[src/rtl/l1_cache_ctrl.sv]
// Direct-mapped, write-through, no-write-allocate L1 cache controller.
// Read hits answer combinationally; misses and all writes stall via busy until memory answers.
module l1_cache_ctrl #(
  parameter int ADDR_W = 16,
  parameter int WORD_W = 16,
  parameter int IDX_W  = 2,
  parameter int OFF_W  = 2
) (
  input  logic                           clk,
  input  logic                           reset_n,
  input  logic                           cpu_read,
  input  logic                           cpu_write,
  input  logic [ADDR_W-1:0]              cpu_address,
  input  logic [WORD_W-1:0]              cpu_wdata,
  output logic [WORD_W-1:0]              cpu_rdata,
  output logic                           busy,
  output logic                           mem_read,
  output logic                           mem_write,
  output logic [ADDR_W-1:0]              mem_address,
  output logic [WORD_W-1:0]              mem_wdata,
  input  logic [WORD_W*(2**OFF_W)-1:0]   mem_rdata,
  input  logic                           mem_ready,
  output logic [15:0]                    access_count,
  output logic [15:0]                    hit_count
);

  localparam int TAG_W = ADDR_W - IDX_W - OFF_W;
  localparam int LINES = 2**IDX_W;
  localparam int WORDS = 2**OFF_W;

  typedef enum logic [1:0] {
    ST_IDLE,
    ST_FILL,
    ST_WRITE
  } state_t;

  state_t r_state;
  state_t w_next;

  logic [LINES-1:0]  r_valid;
  logic [TAG_W-1:0]  r_tag  [LINES];
  logic [WORD_W-1:0] r_data [LINES][WORDS];

  logic              r_refilled;
  logic              r_wr_hit;
  logic [ADDR_W-1:0] r_mem_address;
  logic [WORD_W-1:0] r_mem_wdata;
  logic [15:0]       r_access;
  logic [15:0]       r_hits;

  logic [TAG_W-1:0]  w_cpu_tag;
  logic [IDX_W-1:0]  w_cpu_idx;
  logic [OFF_W-1:0]  w_cpu_off;
  logic [TAG_W-1:0]  w_mem_tag;
  logic [IDX_W-1:0]  w_mem_idx;
  logic [OFF_W-1:0]  w_mem_off;
  logic              w_hit;
  logic              w_mem_hit;
  logic              w_busy;
  logic              w_done;
  logic              w_first_hit;

  assign w_cpu_tag = cpu_address[ADDR_W-1 -: TAG_W];
  assign w_cpu_idx = cpu_address[OFF_W +: IDX_W];
  assign w_cpu_off = cpu_address[OFF_W-1:0];
  assign w_mem_tag = r_mem_address[ADDR_W-1 -: TAG_W];
  assign w_mem_idx = r_mem_address[OFF_W +: IDX_W];
  assign w_mem_off = r_mem_address[OFF_W-1:0];

  assign w_hit     = r_valid[w_cpu_idx] && (r_tag[w_cpu_idx] == w_cpu_tag);
  assign w_mem_hit = r_valid[w_mem_idx] && (r_tag[w_mem_idx] == w_mem_tag);

  always_comb begin
    w_next = r_state;
    w_busy = 1'b0;
    case (r_state)
      ST_IDLE: begin
        w_busy = (cpu_read && !w_hit) || cpu_write;
        if (cpu_write)                w_next = ST_WRITE;
        else if (cpu_read && !w_hit)  w_next = ST_FILL;
      end
      ST_FILL: begin
        w_busy = 1'b1;
        if (mem_ready) w_next = ST_IDLE;
      end
      ST_WRITE: begin
        w_busy = !mem_ready;
        if (mem_ready) w_next = ST_IDLE;
      end
      default: w_next = ST_IDLE;
    endcase
  end

  assign w_done = (cpu_read || cpu_write) && !w_busy;
  // IDLE completes only read hits; a write's hit status was captured when it left IDLE.
  assign w_first_hit = (r_state == ST_IDLE) ? !r_refilled
                                            : ((r_state == ST_WRITE) && r_wr_hit);

  always_ff @(posedge clk) begin
    if (!reset_n) begin
      r_state       <= ST_IDLE;
      r_valid       <= '0;
      r_refilled    <= 1'b0;
      r_wr_hit      <= 1'b0;
      r_mem_address <= '0;
      r_mem_wdata   <= '0;
      r_access      <= '0;
      r_hits        <= '0;
    end else begin
      r_state <= w_next;
      if (r_state == ST_IDLE) begin
        if (cpu_write) begin
          r_mem_address <= cpu_address;
          r_mem_wdata   <= cpu_wdata;
          r_wr_hit      <= w_hit && !r_refilled;
        end else if (cpu_read && !w_hit) begin
          r_mem_address <= {cpu_address[ADDR_W-1:OFF_W], {OFF_W{1'b0}}};
        end
      end
      if (r_state == ST_FILL && mem_ready) begin
        r_valid[w_mem_idx] <= 1'b1;
        r_refilled         <= 1'b1;
      end
      if (w_done) begin
        r_refilled <= 1'b0;
        if (r_access != '1)               r_access <= r_access + 16'd1;
        if (w_first_hit && r_hits != '1)  r_hits   <= r_hits + 16'd1;
      end
    end
  end

  // Line contents need no reset; validity alone gates their use.
  always_ff @(posedge clk) begin
    if (reset_n) begin
      if (r_state == ST_FILL && mem_ready) begin
        r_tag[w_mem_idx] <= w_mem_tag;
        for (int unsigned w = 0; w < WORDS; w++)
          r_data[w_mem_idx][w[OFF_W-1:0]] <= mem_rdata[w*WORD_W +: WORD_W];
      end else if (r_state == ST_WRITE && mem_ready && w_mem_hit) begin
        r_data[w_mem_idx][w_mem_off] <= r_mem_wdata;
      end
    end
  end

  assign cpu_rdata    = r_data[w_cpu_idx][w_cpu_off];
  assign busy         = w_busy;
  assign mem_read     = (r_state == ST_FILL);
  assign mem_write    = (r_state == ST_WRITE);
  assign mem_address  = r_mem_address;
  assign mem_wdata    = r_mem_wdata;
  assign access_count = r_access;
  assign hit_count    = r_hits;

endmodule

[config.mk]
export PLATFORM = sky130hd
export DESIGN_NAME = l1_cache_ctrl
export DESIGN_NICKNAME = d
export VERILOG_FILES = /design/src/rtl/l1_cache_ctrl.sv
export SDC_FILE = /design/constraint.sdc
export NUM_CORES = 1
export LEC_CHECK = 0
export BUFFER_PORTS_ARGS = -buffer_cell sky130_fd_sc_hd__buf_2
export CAP_MARGIN = 20
export CELL_PAD_IN_SITES_DETAIL_PLACEMENT = 0
export CELL_PAD_IN_SITES_GLOBAL_PLACEMENT = 1
export CORE_UTILIZATION = 45
export DETAILED_ROUTE_END_ITERATION = 12
export PLACE_DENSITY_LB_ADDON = 0.1
export SLEW_MARGIN = 20
export SYNTH_ARGS = -nofsm -noshare
export SYNTH_HDL_FRONTEND = slang
export SYNTH_SLANG_ARGS = --single-unit
[constraint.sdc]
create_clock -name clk -period 4.66 [get_ports clk]
set_input_delay 0.233 -clock clk [delete_from_list [all_inputs] [get_ports clk]]
set_output_delay 0.233 -clock clk [all_outputs]
set_load 0.005 [all_outputs]
Yosys cells after proc, flatten, opt, wreduce, memory -nomap -nowiden
Memories as Yosys holds them, arrays and structs flattened. A register that Yosys moved wholly into a read port is not among the register bits.
Cells that the tools add are included.
{"block": "classes", "add_sub_neg": 2, "mul": 0, "div": 0, "magnitude_cmp": 6, "n_eq_ne": 8, "n_shift": 0, "n_mux": 92, "n_bitwise": 68, "reduce_logical": 27}
{"cell": "two-way mux 16 bit", "count": 5}
{"cell": "two-way mux 1 bit", "count": 74}
{"cell": "two-way mux 64 bit", "count": 1}
{"cell": "OR 1 bit", "count": 64}
{"cell": "adder 16 x 1 -> 16 bit, second input constant", "count": 2}
{"cell": "binary-select mux 16 bit (select 2 bit)", "count": 1}
{"cell": "demux 16 bit (select 2 bit)", "count": 1}
{"cell": "inequality test 16 bit, second input constant", "count": 2}
{"cell": "equality test 12 bit", "count": 2}
{"cell": "logical AND 1 bit", "count": 12}
{"cell": "two-way mux 2 bit", "count": 5}
{"cell": "AND reduction 2 bit", "count": 5}
{"cell": "greater-or-equal comparator 3 bit, second input constant", "count": 2}
{"cell": "less-than comparator 2 x 3 -> 1 bit, second input constant", "count": 2}
{"cell": "inverter 2 -> 3 bit", "count": 2}
{"cell": "binary-select mux 1 bit (select 2 bit)", "count": 2}
{"cell": "zero test 1 bit", "count": 4}
{"cell": "OR 4 bit", "count": 1}
{"cell": "one-hot mux 2 bit (2 select lines)", "count": 1}
{"cell": "OR reduction 2 bit", "count": 2}
{"cell": "less-than comparator 3 x 1 -> 1 bit, second input constant", "count": 1}
{"cell": "inequality test 3 bit, second input constant", "count": 1}
{"cell": "one-hot mux 1 bit (3 select lines)", "count": 1}
{"cell": "demux 1 bit (select 2 bit)", "count": 1}
{"cell": "8 further kinds", "count": 9}
{"block": "word_totals", "reg_bits": 72, "latchBits": 0, "ramBits": 304, "rom_bits": 0, "in_bits": 101, "output_inout_bits": 83, "wordCells": 213, "n_memories": 2}
{"memory": "r_data", "words": 4, "word_bits": 64, "read_ports": 1, "rd_ports_with_merged_regs": 0, "write_ports": 1, "line_no": "42", "source": "logic [WORD_W-1:0] r_data [LINES][WORDS];"}
{"memory": "r_tag", "words": 4, "word_bits": 12, "read_ports": 2, "rd_ports_with_merged_regs": 1, "write_ports": 1, "line_no": "41", "source": "logic [TAG_W-1:0] r_tag [LINES];"}

Longest topological paths before layout
Gate-level depths: netlist of run 1.
{"block": "logic_depth", "ltp_word": 10, "mapped_depth": 11, "mapped_depth_nobuf": 10}

Least setup slack after synthesis of run 1
OpenSTA, ideal clock, no wires.
{"block": "synth_path", "path_kind": "register to register", "from": "reg (tool-made name)", "to": "mem r_data[0][32] in the netlist's numbering (enable)", "setup_ns": 0.394, "t_arrival_ns": 3.530, "t_required_ns": 4.266, "path_slack_ns": 0.735, "path_stages_with_launch": 10, "n_path_buf": 2, "period_less_slack_ns": 3.925, "cell_sequence": "dfxtp_1 -> buf_2 -> mux4_2 -> xor2_1 -> or4_1 -> nor4_1 -> nor2b_1 -> nand2_1 -> clkbuf_1 -> a21oi_1"}
{"element": "to (decl)", "line_no": "42"}

==> results.py, run 1 <==
metrics = {
    "setup_path": {
        "endpoint_kind": "flip-flop",
        "crit_path_max_fanout": 12,
        "required_ns": 4.87,
        "critPathArrivalTime_ns": 4.51,
        "cp-start-kind": "flip-flop",
        "path_class": "reg2reg",
    },
    "place": {
        "port_buffers": 183,
        "placed_area_sq_um": 17650,
        "hpwlAfterDp_um": 27070,
        "gp_congestion": 0.7605,
    },
    "logic_synthesis": {
        "syn_inst": 976,
        "synth_top_cells_by_count": "304 x edfxtp_1, 100 x mux4_2, 82 x nand2_1, 74 x dfxtp_1, 64 x mux2_2",
        "syn_avg_cell_area_sq_um": 16.39,
        "async_reset_ff_frac": 0,
        "synth_edf_count": 304,
        "yosysWarnings": 0,
        "synth_area_sq_um": 16000,
        "ys_seq_elements": 378,
        "dominantRegCellSynth": "edfxtp_1",
        "ys_top_cells_by_area": "edfxtp_1 57%, mux4_2 14%, dfxtp_1 9.3%",
        "synth_fp_nets": 1083,
        "yosysTopAreaCell": "edfxtp_1",
        "yosysSeqAreaShare": 0.6631,
        "synth_most_common_cell": "edfxtp_1",
        "synth.top_cell.area_share": 0.5705,
        "ys_types": 48,
    },
    "sta": {
        "fmax_mhz": 232.5,
        "setup_viol": 0,
        "final_max_slew_viol_count": 0,
        "fin_setup_tns_ns": 0,
        "max-slew-margin-rel": 0.2901,
        "rsz0062_at_grt": "false",
        "finalHoldViolCount": 0,
        "max_slew.worst_pin.slew_ns": 1.065,
        "post-route-min-period_ns": 4.302,
        "final.period_utilization": 0.9231,
        "skew_ns": 0.01844,
    },
    "power_and_ir_drop": {
        "switching_share": 0.2222,
        "p_per_area_nw_per_um2": 390.9,
        "p_leak_nw": 6.760,
        "p_seq_frac": 0.504,
        "p_int_mw": 5.839,
        "net-switching-power_mw": 1.668,
        "clockPowerShare": 0.415,
        "power_frac_comb": 0.081,
        "ir_drop_mv": 0.3281,
    },
    "floorplanning": {
        "die_w_um": 190.6,
        "die_h_um": 190.6,
        "num_rows": 68,
        "core-area_sq_um": 34800,
        "start_util": 0.4598,
        "die_area_sq_um": 36320,
        "ios": 184,
    },
    "routing": {
        "antenna_left": 0,
        "first_pass_iters": 7,
        "routed_wl_um": 39550,
        "vias_per_cell": 5.563,
        "wl_per_cell_um": 23.35,
        "drt_iter0_markers": 600,
        "vias": 9424,
        "drc": 0,
    },
    "global_routing": {
        "grt_pass1_vias": 9445,
        "antenna_found_initial": 3,
        "grtUsageTotal": 0.2220,
        "grt_pass1_wl_um": 59150,
        "grt.overflow.total": 0,
        "grt_max_degree": 68,
    },
    "clock_network": {
        "htreeDepth": 2,
        "clkSinkCount": 378,
        "cts_buffers": 39,
        "clock_latency_ns": 0.53,
        "post_cts_resized": 0,
        "cts_tree": "yes",
        "path_clk_slew_ns": 0.06,
        "clock_path_buffers": 3,
        "clockRootBuffer": "clkbuf_16",
    },
    "run_status": {
        "outcome": "finished clean",
    },
    "worst_hold_path": {
        "min_path_type": "in2reg",
    },
    "run": {
        "maxCapViolCount": 0,
    },
    "cells_and_area": {
        "fin_nets": 1314,
        "drive_gt1_frac": 0.3775,
        "fin_area_sq_um": 19200,
        "syn_to_final_growth_pct": 20.02,
    },
}
area by class of cell:
class                           count  area (sq um)
Clock inverter                     23         257.7
Tap cell                          455         569.3
Clock buffer                       48          1031
Sequential cell                   378         10610
Antenna cell                        2         5.005
Fill cell                        2811         15600
Timing Repair Buffer              248          1486
Multi-Input combinational cell    527          5195
Inverter                           13         48.80
critical path, cell delays in order, from the launching register on:
cell and delay [ns]:
dfxtp_1 0.62, mux4_2 0.57, xnor2_1 0.14, nand3_1 0.09
or4_1 0.54, nor4_1 0.63, nor2b_1 0.24, nand2_1 0.40
a21oi_2 0.44, buf_4 0.30
cells by family after synthesis:
group / Yosys count / share of synthesized area
fa+ha+maj: 6 / 0.004692
flops: 378 / 0.6631
xor+xnor: 38 / 0.02080
compound gates: 88 / 0.03222
mux: 186 / 0.1996
buf+inv: 71 / 0.01697
simple gates: 209 / 0.06264
power groups by stage:
| stage | clock [mW] | sequential [mW] | combinational, mW |
|---|---|---|---|
| 2_1_floorplan | 0 | 3.82 | 0.361 |
| 3_3_place_gp | 0 | 3.86 | 0.599 |
| 3_5_place_dp | 0 | 3.86 | 0.602 |
| 4_1_cts | 3.19 | 3.78 | 0.621 |
| 5_1_grt | 3.32 | 3.79 | 0.666 |
| 6_report | 3.11 | 3.78 | 0.609 |
flip-flops by register name, indices dropped and copies added (netlist names), named ones only:
name / cells
r_refilled: 1
hit_count: 16
mem_address: 16
r_valid: 4
r_state: 2
r_data: 256
r_wr_hit: 1
r_tag: 48
mem_wdata: 16
access_count: 16
final timing paths:
path            startpoint            end  slack [ns]  cells after the start
min reg2reg  hit_count[10]  hit_count[10]        0.48                      2
max              flip-flop  r_data[3][52]        0.36                      9
min           cpu_wdata[7]   mem_wdata[7]        0.02                      3
max reg2reg      flip-flop  r_data[3][52]        0.36                      9
cells in the final DEF (no fill, tap or decap), types with 3 or more instances in the layout:
| cell | count |
|---|---|
| a21o_1 | 5 |
| a21oi_1 | 28 |
| a21oi_2 | 16 |
| and3_1 | 6 |
| buf_2 | 181 |
| buf_4 | 40 |
| bufinv_16 | 5 |
| clkbuf_1 | 8 |
| clkbuf_16 | 40 |
| clkinv_1 | 7 |
| clkinv_2 | 5 |
| clkinvlp_4 | 3 |
| dfxtp_1 | 74 |
| dlygate4sd3_1 | 26 |
| edfxtp_1 | 304 |
| ha_1 | 6 |
| inv_1 | 13 |
| mux2_2 | 64 |
| mux2i_1 | 22 |
| mux4_2 | 100 |
| nand2_1 | 82 |
| nand2b_1 | 15 |
| nand3_1 | 31 |
| nand4_1 | 12 |
| nor2_1 | 27 |
| nor2b_1 | 3 |
| nor3_1 | 12 |
| nor3b_1 | 3 |
| nor4_1 | 3 |
| o21ai_0 | 18 |
| or4_1 | 3 |
| xnor2_1 | 29 |
| xor2_1 | 9 |
metal layers:
layer	share of wire	GRT usage	vias up
met5	0.00033	0	-
met2	0.49	0.3662	254
li1	-	-	4303
met1	0.44	0.3080	4821
met3	0.058	0.04269	44
met4	0.013	0.04277	2
stage by stage:
| step | setup WS [ns] | power, mW | std cells | hold WS [ns] | util |
|---|---|---|---|---|---|
| floorplan | 0.7353 | 4.181 | 976 | 0.3690 | - |
| global placement | 0.3953 | 4.456 | 1595 | 0.4653 | 0.5072 |
| detailed placement | 0.3024 | 4.459 | 1595 | 0.4683 | 0.5072 |
| CTS | 0.2897 | 7.595 | 1692 | 0.006595 | 0.5517 |
| global route | 0.07634 | 7.773 | 1693 | 0.01381 | 0.5518 |
| finish | 0.3584 | 7.507 | 1694 | 0.01588 | 0.5518 |
timing repair:
action / in CTS / in global routing
endpoints found under the setup margin: 0 / 0
hold buffers: 26 / 0
buffers inserted: 0 / 0
endpoints found under the hold margin: 26 / 0
Note: power is estimated with default switching activity, not from simulation.
==> run 2, diff against run 1 <==
--- a/config.mk
+++ b/config.mk
@@ -12,6 +12,7 @@
 export CORE_UTILIZATION = 45
 export DETAILED_ROUTE_END_ITERATION = 12
 export PLACE_DENSITY_LB_ADDON = 0.1
+export RECOVER_POWER = 50
 export SLEW_MARGIN = 20
 export SYNTH_ARGS = -nofsm -noshare
 export SYNTH_HDL_FRONTEND = slang
==> run 2 against run 1 <==
- the flow now finishes with violations (capacitance limit, slew limit)
- first-iteration DRC count is 2.8% higher
- final cell count unchanged
- sequential share of layout area grew 0.31 points
- critical path depth did not move
- power is 0.14% lower
- clock skew decreased by 0.00080 ns
- critical path type unchanged
- largest cell class unchanged
- highest routed layer unchanged
==> results.py, run 2 (synthesized netlist as in run 1, its figures left out) <==
metrics = {
    "run_status": {
        "outcome": "finished, violations left",
        "violations": "capacitance limit, slew limit",
    },
    "cells_and_area": {
        "layout_common_cells": "304 x edfxtp_1, 143 x buf_2, 100 x mux4_2, 82 x nand2_1, 74 x dfxtp_1",
        "largest_reg_flops": 256,
        "syn_to_final_growth_pct": 19.35,
        "reg_top3": "r_data: 256 flops, r_tag: 48 flops",
        "fin_nets": 1314,
        "fillCellCount": 2834,
        "final_common_cell": "edfxtp_1",
        "largest_register": "r_data",
        "drive_gt1_frac": 0.3169,
    },
    "setup_path": {
        "path_class": "reg2reg",
        "cp-start-kind": "flip-flop",
        "required_ns": 4.87,
        "r2r_slack_ns": 0.34,
        "endpoint_kind": "flip-flop",
        "crit_path_max_fanout": 12,
        "critPathArrivalTime_ns": 4.52,
    },
    "sta": {
        "fmax_mhz": 231.6,
        "final.period_utilization": 0.9268,
        "finalHoldViolCount": 0,
        "fin_setup_tns_ns": 0,
        "max_slew.worst_pin.slew_ns": 1.888,
        "max-slew-margin-rel": -0.2674,
        "rsz0062_at_grt": "false",
        "setup_viol": 0,
        "post-route-min-period_ns": 4.319,
        "final_max_slew_viol_count": 97,
        "timing.hold.ws_ns": 0.01743,
        "skew_ns": 0.01764,
    },
    "floorplanning": {
        "die_h_um": 190.6,
        "die_w_um": 190.6,
        "num_rows": 68,
        "ios": 184,
        "die_area_sq_um": 36320,
        "start_util": 0.4598,
        "core-area_sq_um": 34800,
    },
    "clock_network": {
        "clock_path_buffers": 3,
        "path_clk_slew_ns": 0.06,
        "post_cts_resized": 0,
        "clockRootBuffer": "clkbuf_16",
        "clock_latency_ns": 0.53,
        "cts_setup_buffers": 0,
        "htreeDepth": 2,
        "clkSinkCount": 378,
        "cts_buffers": 39,
        "cts_tree": "yes",
    },
    "run": {
        "maxCapViolCount": 3,
    },
    "routing": {
        "routed_wl_um": 39520,
        "antenna_left": 0,
        "drc": 0,
        "drt_iter0_markers": 617,
        "wl_per_cell_um": 23.33,
        "first_pass_iters": 5,
        "vias": 9393,
        "vias_per_cell": 5.545,
    },
    "global_routing": {
        "grt.overflow.total": 0,
        "grt_pass1_vias": 9445,
        "antenna_found_initial": 4,
        "grt_pass1_wl_um": 59150,
        "grtUsageTotal": 0.2220,
        "grt_max_degree": 68,
    },
    "power_and_ir_drop": {
        "p_per_area_nw_per_um2": 392.5,
        "total_power_mw": 7.496,
        "ir_drop_mv": 0.3281,
        "p_leak_nw": 6.573,
    },
    "place": {
        "port_buffers": 183,
        "hpwlAfterDp_um": 27070,
        "gp_congestion": 0.7605,
    },
    "worst_hold_path": {
        "min_path_type": "in2reg",
    },
}
run 2: changes by cell type in the layout (fill, tap and decap cells not counted), moves of 5 or more:
cell      change
buf_2        -38
buf_4        -12
clkbuf_1     +44
clkbuf_2      +5
mux2_1       +26
mux2_2       -26
run 2: layer usage:
metal	track usage	part of all wire	up-vias
li1	-	-	4305
met1	0.3080	0.44	4791
met2	0.3662	0.49	250
met3	0.04269	0.060	45
met4	0.04277	0.014	2
met5	0	0.00033	-
run 2: final cells by class:
cell class | count | area, sq um | share of cell area
clock inverters | 23 | 257.7 | 0.01350
inverters | 13 | 48.80 | 0.002555
diodes | 2 | 5.005 | 0.0002621
well taps | 455 | 569.3 | 0.02981
repair buffers | 248 | 1400 | 0.07331
multi-input cells | 527 | 5175 | 0.2710
flip-flops and latches | 378 | 10610 | 0.5556
clock buffers | 48 | 1031 | 0.05399
run 2: critical path: stages, from the launching register on:
cell and delay [ns]:
dfxtp_1 0.62, mux4_2 0.57, xnor2_1 0.14, nand3_1 0.09, or4_1 0.54, nor4_1 0.64, nor2b_1 0.24, nand2_1 0.40
a21oi_2 0.44, buf_4 0.30
run 2: final timing paths:
kind	startpoint	end	cells after the start
worst min-delay path	cpu_wdata[7]	mem_wdata[7]	3
worst min register to register	hit_count[10]	hit_count[10]	2
worst max register to register	flip-flop	r_data[3][52]	9
worst max-delay path	flip-flop	r_data[3][52]	9
run 2: metrics by stage:
stage / std cells / util / setup slack, ns / cell area (sq um)
2_1_floorplan: 976 / - / 0.7353 / 16000
3_3_place_gp: 1595 / 0.5072 / 0.3953 / 17650
3_5_place_dp: 1595 / 0.5072 / 0.3024 / 17650
4_1_cts: 1692 / 0.5517 / 0.2897 / 19200
5_1_grt: 1693 / 0.5487 / 0.03972 / 19090
6_report: 1694 / 0.5488 / 0.3413 / 19100
run 2: power by group:
group	internal, mW	switching, mW
clock	1.86	1.25
sequential	3.70	0.0803
combinational	0.271	0.329
run 2: repair_timing:
| action | in CTS | in global routing |
|---|---|---|
| setup endpoints to repair | 0 | 0 |
| endpoints found under the hold margin | 26 | 0 |
| hold buffers | 26 | 0 |
==> run 3, diff against run 2 <==
==> constraint.sdc (replaced) <==
create_clock -name clk -period 4.66 [get_ports clk]
set_input_delay 0.233 -clock clk [delete_from_list [all_inputs] [get_ports clk]]
set_output_delay 0.233 -clock clk [all_outputs]
set_load 0.01 [all_outputs]
==> run 3 against run 2 <==
- the run still ends with capacitance limit, slew limit left
- cell area grew 0.37%
- first-iteration DRC count grew 3.1%
- global-route usage grew 0.46 points
- worst hold slack gained 0.0034 ns
==> results.py, run 3 (synthesized netlist as in run 1, its figures left out) <==
metrics = {
    "run_status": {
        "outcome": "finished, violations left",
        "violations": "capacitance limit, slew limit",
    },
    "sta": {
        "max-slew-margin-rel": -0.2904,
        "skew_ns": 0.02152,
        "max_slew.worst_pin.slew_ns": 1.923,
        "fmax_mhz": 227.2,
        "setup_viol": 0,
        "fin_setup_tns_ns": 0,
        "rsz0062_at_grt": "false",
        "finalHoldViolCount": 0,
        "post-route-min-period_ns": 4.402,
        "final_max_slew_viol_count": 14,
        "final.period_utilization": 0.9447,
    },
    "worst_hold_path": {
        "hold_start": "cpu_address[5]",
        "hold_depth": 3,
        "min_path_type": "in2reg",
        "holdPathEnd": "mem_address[5]",
    },
    "setup_path": {
        "reg2regPathDepth": 9,
        "crit_family": "simple AND/OR/NAND/NOR gates",
        "critPathArrivalTime_ns": 4.57,
        "path_buf_inv": 2,
        "cp-start-kind": "flip-flop",
        "rr_endpoint": "r_data[3][22]",
        "endpoint_kind": "flip-flop",
        "crit_chain": "mux4_2, xnor2_1, nand3_1, or4_1, nor4_1, nand3_1, clkbuf_2, a21oi_1, buf_2",
        "path_class": "reg2reg",
        "cp.depth": 9,
        "worst_path_most_repeated_cell": "nand3_1",
        "cpPeakStageDelay_ns": 0.61,
        "crit_path_max_fanout": 20,
        "r2r_slack_ns": 0.26,
        "required_ns": 4.82,
        "crit_path_top_delay_cell": "dfxtp_1",
    },
    "run": {
        "maxCapViolCount": 1,
    },
    "power_and_ir_drop": {
        "p_int_mw": 6.107,
        "p_per_area_nw_per_um2": 407.4,
        "power_frac_comb": 0.077,
        "ir_drop_mv": 0.2174,
        "p_leak_nw": 6.485,
        "switching_share": 0.2178,
        "clockPowerShare": 0.438,
        "net-switching-power_mw": 1.701,
        "p_seq_frac": 0.485,
    },
    "clock_network": {
        "clkSinkCount": 378,
        "cts_tree": "yes",
        "htreeDepth": 2,
        "clock_latency_ns": 0.54,
        "post_cts_resized": 0,
        "path_clk_slew_ns": 0.06,
        "cts_buffers": 41,
        "cts_setup_buffers": 0,
        "clock_path_buffers": 3,
        "clockRootBuffer": "clkbuf_16",
    },
    "global_routing": {
        "grtUsageTotal": 0.2266,
        "grt.overflow.total": 0,
        "grt_max_degree": 68,
        "antenna_found_initial": 5,
        "grt_pass1_wl_um": 60080,
        "grt_pass1_vias": 9667,
    },
    "place": {
        "placed_cells": 1594,
        "placed_area_sq_um": 17630,
        "port_buffers": 183,
        "hpwlAfterDp_um": 26630,
        "gp_congestion": 0.7530,
    },
    "cells_and_area": {
        "fin_area_sq_um": 19170,
        "final_cells": 1699,
        "largest_register": "r_data",
        "post-route-util": 0.5508,
        "layout_common_cells": "304 x edfxtp_1, 102 x buf_2, 100 x mux4_2, 97 x clkbuf_1, 82 x nand2_1",
        "drive_gt1_frac": 0.2917,
        "largest_reg_flops": 256,
        "final_common_cell": "edfxtp_1",
        "fin_nets": 1316,
        "reg_top3": "r_data: 256 flops, r_tag: 48 flops",
        "multi_input_area_sq_um": 5167,
        "fillCellCount": 2882,
        "syn_to_final_growth_pct": 19.79,
        "seq_area_sq_um": 10610,
    },
    "floorplanning": {
        "num_rows": 68,
        "start_util": 0.4598,
        "die_h_um": 190.6,
        "die_w_um": 190.6,
        "core-area_sq_um": 34800,
        "ios": 184,
        "die_area_sq_um": 36320,
    },
    "routing": {
        "first_pass_iters": 7,
        "vias_per_cell": 5.560,
        "routed_wl_um": 39920,
        "vias": 9447,
        "antenna_left": 0,
        "drt_iter0_markers": 636,
        "drc": 0,
        "wl_per_cell_um": 23.50,
    },
}
-- run 3: metal layers --
| layer | up-vias | part of all wire | global-route usage |
|---|---|---|---|
| met5 | - | 0.00043 | 0 |
| met4 | 2 | 0.022 | 0.06123 |
| met3 | 57 | 0.047 | 0.03865 |
| met2 | 237 | 0.50 | 0.3806 |
| met1 | 4840 | 0.43 | 0.3045 |
| li1 | 4311 | - | - |
-- run 3: layout make-up --
| class | count | share of cell area |
|---|---|---|
| timing repair buffer | 248 | 0.06972 |
| tap | 455 | 0.02970 |
| sequential | 378 | 0.5536 |
| multi-input combinational | 527 | 0.2696 |
| clock inverter | 22 | 0.01586 |
| inverter | 13 | 0.002546 |
| antenna | 3 | 0.0003917 |
| clock buffer | 53 | 0.05862 |
-- run 3: timing repair --
| item | CTS | global route |
|---|---|---|
| hold buffers | 27 | 0 |
| endpoints found under the hold margin | 27 | 0 |
| setup endpoints to repair | 0 | 0 |
-- run 3: per-stage QoR --
stage | hold slack, ns | worst slack, ns | power, mW
global route | 0.03917 | 0.03287 | 8.066
floorplan | 0.3690 | 0.7300 | 4.200
detailed placement | 0.4717 | 0.2797 | 4.470
global placement | 0.4568 | 0.3533 | 4.468
finish | 0.02081 | 0.2578 | 7.808
CTS | 0.003536 | 0.2881 | 7.898
-- run 3: worst reg2reg max path: cells and delay by family, from the launching register on --
kind	cells	cell delay, ns
AO/OA/AOI/OAI	1	0.27
multiplexers	1	0.57
XOR/XNOR	1	0.16
AND/OR/NAND/NOR	4	1.39
flip-flops	1	0.61
buffers and inverters	2	1.01
-- run 3: power groups by stage --
stage / Clock (mW) / Sequential [mW] / Combinational (mW)
2_1_floorplan: 0 / 3.83 / 0.369
3_3_place_gp: 0 / 3.86 / 0.612
3_5_place_dp: 0 / 3.86 / 0.614
4_1_cts: 3.48 / 3.79 / 0.633
5_1_grt: 3.61 / 3.79 / 0.660
6_report: 3.42 / 3.78 / 0.603
-- run 3: how the worst max path moves through the flow --
stage | start | to | slack [ns]
finish | flip-flop | r_data[3][22] | 0.26
global route | flip-flop | r_data[2][25] | 0.03
CTS | flip-flop | r_data[2][36] | 0.29
detailed placement | flip-flop | r_data[2][32] | 0.28
global placement | flip-flop | r_data[1][32] | 0.35
floorplan | flip-flop | r_data[0][32] | 0.73
